===== config.mk =====
export PLATFORM = sky130hd
export DESIGN_NAME = load_store_unit
export DESIGN_NICKNAME = d
export VERILOG_FILES = /design/src/rtl/load_store_unit.sv
export SDC_FILE = /design/constraint.sdc
export NUM_CORES = 1
export LEC_CHECK = 0
export CORE_ASPECT_RATIO = 0.6
export CORE_MARGIN = 2
export CORE_UTILIZATION = 35
export CTS_CLUSTER_DIAMETER = 120
export DETAILED_ROUTE_END_ITERATION = 10
export GPL_ROUTABILITY_DRIVEN = 0
export PLACE_DENSITY_LB_ADDON = 0.3
export SLEW_MARGIN = 20
export SYNTH_ARGS = -nofsm -noshare
export SYNTH_HDL_FRONTEND = slang
export SYNTH_SLANG_ARGS = --single-unit

===== constraint.sdc =====
create_clock -name clk -period 3.7 [get_ports clk]
set_clock_uncertainty 0.05 [all_clocks]
set_input_delay 1.11 -clock clk [delete_from_list [all_inputs] [get_ports clk]]
set_output_delay 1.11 -clock clk [all_outputs]
set_load 0.02 [all_outputs]

===== src/rtl/load_store_unit.sv =====
// load_store_unit: multi-cycle load/store engine between the memory stage and a word-wide RAM.
// Sub-word stores are done as read-modify-write because the RAM has no byte enables.
module load_store_unit #(
    parameter int READ_LATENCY = 1
) (
    input  logic        clk,
    input  logic        rst,
    input  logic        req,
    input  logic        MemRead,
    input  logic        MemWrite,
    input  logic [2:0]  funct3,
    input  logic [31:0] addr,
    input  logic [31:0] data_in,
    input  logic [31:0] mem_read_data,
    output logic [31:0] data_out,
    output logic        mem_done,
    output logic        fault,
    output logic        busy,
    output logic [31:0] mem_addr,
    output logic [31:0] mem_write_data,
    output logic        mem_write_enable
);

    typedef enum logic [1:0] {
        IDLE = 2'b00,
        RD   = 2'b01,
        WR   = 2'b10,
        DONE = 2'b11
    } state_t;

    localparam logic [1:0] LAT_LAST = 2'(READ_LATENCY - 1);

    localparam logic [2:0] F3_B  = 3'b000;
    localparam logic [2:0] F3_H  = 3'b001;
    localparam logic [2:0] F3_W  = 3'b010;
    localparam logic [2:0] F3_BU = 3'b100;
    localparam logic [2:0] F3_HU = 3'b101;

    state_t      state_r;
    logic [1:0]  lat_cnt_r;
    logic [1:0]  off_r;
    logic [2:0]  funct3_r;
    logic [15:0] store_data_r;
    logic        is_store_r;

    logic        req_take_s;
    logic        req_fault_s;
    logic        req_sw_s;

    // Rejects conflicting ops, unknown widths, unsigned stores and misaligned accesses.
    function automatic logic access_fault(
        input logic       rd,
        input logic       wr,
        input logic [2:0] f3,
        input logic [1:0] off
    );
        logic bad;
        bad = 1'b0;
        case (f3)
            F3_B:    bad = 1'b0;
            F3_H:    bad = off[0];
            F3_W:    bad = (off != 2'b00);
            F3_BU:   bad = wr;
            F3_HU:   bad = wr | off[0];
            default: bad = 1'b1;
        endcase
        return bad | (rd & wr);
    endfunction

    function automatic logic [31:0] extract_load(
        input logic [31:0] word,
        input logic [2:0]  f3,
        input logic [1:0]  off
    );
        logic [7:0]  lane_b;
        logic [15:0] lane_h;
        logic [31:0] res;
        case (off)
            2'b00:   lane_b = word[7:0];
            2'b01:   lane_b = word[15:8];
            2'b10:   lane_b = word[23:16];
            2'b11:   lane_b = word[31:24];
            default: lane_b = 8'h00;
        endcase
        if (off[1]) begin
            lane_h = word[31:16];
        end else begin
            lane_h = word[15:0];
        end
        case (f3)
            F3_B:    res = {{24{lane_b[7]}}, lane_b};
            F3_H:    res = {{16{lane_h[15]}}, lane_h};
            F3_W:    res = word;
            F3_BU:   res = {24'h000000, lane_b};
            F3_HU:   res = {16'h0000, lane_h};
            default: res = 32'h0000_0000;
        endcase
        return res;
    endfunction

    // Only the addressed lane takes new data; the rest keeps the word just read.
    function automatic logic [31:0] merge_store(
        input logic [31:0] word,
        input logic [15:0] sdata,
        input logic [2:0]  f3,
        input logic [1:0]  off
    );
        logic [31:0] res;
        res = word;
        case (f3)
            F3_B: begin
                case (off)
                    2'b00:   res = {word[31:8], sdata[7:0]};
                    2'b01:   res = {word[31:16], sdata[7:0], word[7:0]};
                    2'b10:   res = {word[31:24], sdata[7:0], word[15:0]};
                    2'b11:   res = {sdata[7:0], word[23:0]};
                    default: res = word;
                endcase
            end
            F3_H: begin
                if (off[1]) begin
                    res = {sdata, word[15:0]};
                end else begin
                    res = {word[31:16], sdata};
                end
            end
            default: res = word;
        endcase
        return res;
    endfunction

    // Request decode, only meaningful while idle.
    always_comb begin
        req_take_s  = 1'b0;
        req_fault_s = access_fault(MemRead, MemWrite, funct3, addr[1:0]);
        req_sw_s    = 1'b0;
        if ((state_r == IDLE) && req && (MemRead || MemWrite)) begin
            req_take_s = 1'b1;
        end else begin
            req_take_s = 1'b0;
        end
        if (MemWrite && !MemRead && (funct3 == F3_W)) begin
            req_sw_s = 1'b1;
        end else begin
            req_sw_s = 1'b0;
        end
    end

    // Access sequencer with registered outputs.
    always_ff @(posedge clk) begin
        if (!rst) begin
            state_r          <= IDLE;
            lat_cnt_r        <= 2'b00;
            off_r            <= 2'b00;
            funct3_r         <= 3'b000;
            store_data_r     <= 16'h0000;
            is_store_r       <= 1'b0;
            data_out         <= 32'h0000_0000;
            mem_done         <= 1'b0;
            fault            <= 1'b0;
            busy             <= 1'b0;
            mem_addr         <= 32'h0000_0000;
            mem_write_data   <= 32'h0000_0000;
            mem_write_enable <= 1'b0;
        end else begin
            case (state_r)
                IDLE: begin
                    mem_done         <= 1'b0;
                    fault            <= 1'b0;
                    mem_write_enable <= 1'b0;
                    if (req_take_s) begin
                        off_r        <= addr[1:0];
                        funct3_r     <= funct3;
                        store_data_r <= data_in[15:0];
                        is_store_r   <= MemWrite;
                        lat_cnt_r    <= 2'b00;
                        busy         <= 1'b1;
                        if (req_fault_s) begin
                            state_r  <= DONE;
                            mem_done <= 1'b1;
                            fault    <= 1'b1;
                            data_out <= 32'h0000_0000;
                        end else if (req_sw_s) begin
                            state_r          <= WR;
                            mem_addr         <= {2'b00, addr[31:2]};
                            mem_write_data   <= data_in;
                            mem_write_enable <= 1'b1;
                        end else begin
                            state_r  <= RD;
                            mem_addr <= {2'b00, addr[31:2]};
                        end
                    end else begin
                        busy <= 1'b0;
                    end
                end
                RD: begin
                    if (lat_cnt_r == LAT_LAST) begin
                        if (is_store_r) begin
                            state_r          <= WR;
                            mem_write_data   <= merge_store(mem_read_data, store_data_r, funct3_r, off_r);
                            mem_write_enable <= 1'b1;
                        end else begin
                            state_r  <= DONE;
                            data_out <= extract_load(mem_read_data, funct3_r, off_r);
                            mem_done <= 1'b1;
                        end
                    end else begin
                        lat_cnt_r <= lat_cnt_r + 2'b01;
                    end
                end
                WR: begin
                    state_r          <= DONE;
                    mem_write_enable <= 1'b0;
                    mem_done         <= 1'b1;
                end
                DONE: begin
                    state_r  <= IDLE;
                    mem_done <= 1'b0;
                    fault    <= 1'b0;
                    busy     <= 1'b0;
                end
                default: begin
                    state_r          <= IDLE;
                    mem_done         <= 1'b0;
                    fault            <= 1'b0;
                    busy             <= 1'b0;
                    mem_write_enable <= 1'b0;
                end
            endcase
        end
    end

endmodule

[After elaboration in Yosys (flattened, before gate mapping)]
Index checks and enable logic that the tools add are counted.
Widths: inputs -> output; s select.
Storage, ports and cells
  flip-flop bits (word level): 124
  bits of input ports: 104
  output and inout port bits: 100
  word-level logic and storage cells: 106
Cells by class
  add/subtract/negate cells: 1
  equality and inequality tests: 22
  mux-type cells: 43
  bitwise gates (word level): 4
  reductions and logical operators: 23
Operator list (number)
  $mux 32: 10
  $pmux 32 s2: 3
  $pmux 32 s5: 1
  $pmux 32 s4: 1
  $pmux 8 s4: 1
  $mux 16: 1
  $ne 2x2->1 const B: 8
  $mux 1: 13
  $eq 3x3->1 const B: 4
  $mux 2: 6
  $reduce_and 3->1: 3
  $eq 2x2->1 const B: 4
  $pmux 2 s4: 1
  $eq 3x1->1 const B: 2
  $eq 3x2->1 const B: 2
  $logic_not 2->1: 3
  $logic_not 3->1: 2
  $reduce_and 2->1: 3
  $reduce_and 6->1: 1
  $reduce_bool 2->1: 3
  $pmux 1 s5: 1
  $reduce_and 5->1: 1
  $eq 2x1->1 const B: 2
  $logic_and 1x1->1: 4
  11 further kinds: 13

[Logic depth before layout (Yosys ltp)]
  word-level depth: 8
  gate-level depth with buffers: 10
  gate-level depth less buffers: 7

[Worst setup path before layout]
Ideal clock, no wire load.
  path kind: in2reg
  start: input port addr[0]
  end: register data_out[21]
  library setup time: 0.070 ns
  arrival time: 2.360 ns
  data required time: 3.580 ns
  path slack: 1.220 ns
  stages: 7
  path buffers: 2
  cells stage by stage: o31a_1 > o22ai_2 > nand2_1 > a311oi_2 > buf_4 > buf_4 > o2bb2ai_1
On the way
  word-level cells in the longest chain between the ends: 5
  elaborated cells on any way between the ends: 6
  classes of those cells: 1 x eq/ne; 1 x mux; 2 x bitwise; 2 x reduce/logical
RTL lines
  start: declaration: line 12  | input logic [31:0] addr,
  $or 1x1->1 or $reduce_bool 2->1 (tied branches): line 64, 62
  $pmux 1 s5 (*): line 59  | case (f3)
  $or 1x1->1 (*): line 67  | return bad | (rd & wr);
  $ne 2x2->1 (no line) (*)
  $reduce_and 5->1 (no line) (*)
  end signal: assignment: line 204  | data_out <= extract_load(mem_read_data, funct3_r, off_r);
  end: declaration: line 15  | output logic [31:0] data_out,
Mark *: on every way between the ends. The rest lies on a longest branch, timed or not.
A chain may end at the register's enable or synchronous reset.

[Worst setup path after layout]
  start: input port addr[0]
  end: register data_out[18]
The elaborated chain is that of the path after synthesis.

==> results.py <==
metrics = {
    "sta": {
        "rsz0062_at_grt": "false",
        "layout_setup_ws_ps": 730,
        "relSlewSlack_pct": 41.4,
        "setup_tns_ps": 0,
        "finalCritPeriodShare_pct": 80.3,
        "post-route-min-period_ps": 2970,
        "setup_viol": 0,
        "slew_violations": 0,
        "hold_viol": 0,
        "worst_pin_slew_ps": 879,
        "fmax_mhz": 337,
    },
    "power": {
        "power_density_nw_per_um2": 626,
        "totalPowerFinal_mw": 5.46,
        "power_leakage_nw": 3.42,
        "peakVddDrop_mv": 0.278,
    },
    "placed_design": {
        "dpl.hpwl_um": 15400,
        "io_buffers": 201,
        "dp_slack_ps": 320,
    },
    "synthesis": {
        "synth_top_area_share_pct": 42.2,
        "synth.most_common_cell": "dfxtp_1",
        "avgSynthCellArea_um2": 9.07,
        "synth-seq-cells": 124,
        "synth-edff-count": 0,
        "yosys.area.top_type": "dfxtp_1",
        "yosysUniqueCellTypes": 57,
        "syn_area_um2": 5890,
        "yosysWarnings": 0,
        "ys.flop_type": "dfxtp_1",
        "yosys-top-cells-count": "dfxtp_1, a21oi_1, nor2_1, nand2_1, mux2i_1",
        "async_flop_share_pct": 0,
        "synthTopCellsByArea": "dfxtp_1, mux2i_1, a21oi_1, nor2_1, a22o_1",
        "yosysSeqAreaShare_pct": 42.2,
        "syn_inst": 649,
    },
    "drt": {
        "wl_um": 20700,
        "dr.pass1.iters": 5,
        "drc": 0,
        "routedWlPerCell_um": 19.3,
        "ant_nets": 0,
        "routed_via_density": 5.32,
        "vias": 5726,
        "drt_iter0_markers": 619,
    },
    "clock_tree": {
        "post_cts_resized": 0,
        "clkTransAtPathRegs_ps": 60,
        "numCtsBuffers": 17,
        "postCtsSetupRepairBufs": 0,
        "cts.sinks": 124,
        "cts_tree": "done",
        "cts-root-buf": "clkbuf_16",
        "cts_htree_levels": 4,
        "max-clock-path-buffers": 2,
        "holdBufCountCts": 0,
        "clock_latency_ps": 420,
    },
    "setup_path": {
        "critPathMaxStageDelay_ps": 720,
        "worst_ep_arrival_time_ps": 3180,
        "crit_slowest_cell": "a211o_1",
        "critical_path.max_fanout": 25,
        "crit_buf_inv": 1,
        "critPathCaptureType": "flip-flop",
        "required_ps": 3910,
        "start_kind": "input port",
        "cpLargestDelayFamily": "compound AO/OA/AOI/OAI gates",
        "worstSetupPathType": "in -> reg",
        "path_cells": "clkdlybuf4s50_1 > o31a_1 > o22ai_2 > a21o_1 > a211o_1 > o2bb2ai_1",
    },
    "global_routing": {
        "grt_max_degree": 59,
        "grt_usage_pct": 23.1,
        "grt_pass1_wl_um": 31800,
        "overflow": 0,
        "grt_pass1_vias": 5541,
        "grt_antenna_before_repair": 0,
    },
    "worst_hold_path": {
        "min_path_type": "reg -> reg",
    },
    "die": {
        "die_x_um": 171,
        "die_y_um": 104,
        "core_um2": 16400,
        "rows": 36,
        "start_util_pct": 36.0,
        "die_area_um2": 17900,
        "io_pins": 204,
    },
    "final_layout": {
        "final_core_util_pct": 53.4,
        "nNetsFinal": 947,
        "diodes": 0,
        "area.growth.synth_to_final_pct": 48.2,
        "drive_above_1_share_pct": 8.95,
    },
    "job": {
        "maxCapViolCount": 0,
    },
    "run_status": {
        "outcome": "finished, final reports clean",
    },
}
-- area by class of cell --
cell class,count,area [um^2]
Sequential cell,124,2480
Tap cell,228,285
Inverter,11,41.3
Timing Repair Buffer,217,2140
Multi-Input combinational cell,465,3150
Clock inverter,12,163
Fill cell,1500,7630
Clock buffer,20,457
-- final timing paths --
path                                     end                             from  cells past startpoint  slack, ps
max                data_out[18]$_SDFFE_PN0P_                          addr[0]                      6        730
min          mem_write_data[29]$_SDFFE_PN0P_  mem_write_data[29]$_SDFFE_PN0P_                      1        420
max reg2reg   mem_write_data[1]$_SDFFE_PN0P_          state_r[1]$_SDFFE_PN0P_                      8       1180
min reg2reg  mem_write_data[29]$_SDFFE_PN0P_  mem_write_data[29]$_SDFFE_PN0P_                      1        420
-- stage by stage --
stage	cell area [um^2]	cells	hold slack, ps
CTS	8720	1077	419
global placement	8100	1045	400
global route	8720	1077	435
finish	8720	1077	418
detailed placement	8100	1045	399
floorplan	5890	650	387
-- power by group --
group	switching, mW	internal [mW]	total [mW]
Clock	0.644	1.10	1.75
Combinational	1.14	0.863	2.00
Sequential	0.177	1.54	1.71
-- flip-flops by register name, summed over array words and instances (netlist names) --
signal,flops
is_store_r,1
busy,1
fault,1
mem_addr,30
funct3_r,3
data_out,32
off_r,2
mem_done,1
mem_write_enable,1
lat_cnt_r,2
state_r,2
mem_write_data,32
store_data_r,16
-- layout by cell type (no fill, tap or decap), types with 3 or more instances in the layout --
cell type and n:
a211oi_1 8, a21o_1 9, a21oi_1 76, a221o_1 8, a221oi_1 13, a22o_1 28, a22oi_1 6, a31oi_1 6
a32o_1 8, buf_4 15, bufinv_16 3, clkbuf_16 17, clkdlybuf4s50_1 201, clkinv_4 4, dfxtp_1 124, ha_1 7
inv_1 10, mux2_2 4, mux2i_1 58, nand2_1 60, nand2b_1 5, nand3_1 4, nor2_1 73, nor2b_1 3
nor3_1 6, o21ai_0 3, o21ai_1 5, o221ai_1 3, o22ai_1 4, o2bb2ai_1 25, or2_2 9, or3_1 3
-- per-layer routing --
metal | GRT usage, % | up-vias | wire [um]
met5 | 0 | - | 0
met4 | 4.12 | 0 | 146
met3 | 7.76 | 18 | 2440
met2 | 31.1 | 290 | 8010
met1 | 35.4 | 2653 | 10100
li1 | - | 2765 | -
-- cells by family after synthesis --
family,share of synthesized area [%]
other,0.0637
multiplexers,11.1
buffers and inverters,4.68
adder cells (fa/ha/maj),1.49
AND/OR/NAND/NOR,13.5
AO/OA/AOI/OAI,26.9
flip-flops,42.2
Power figures use the tool's default switching activity.
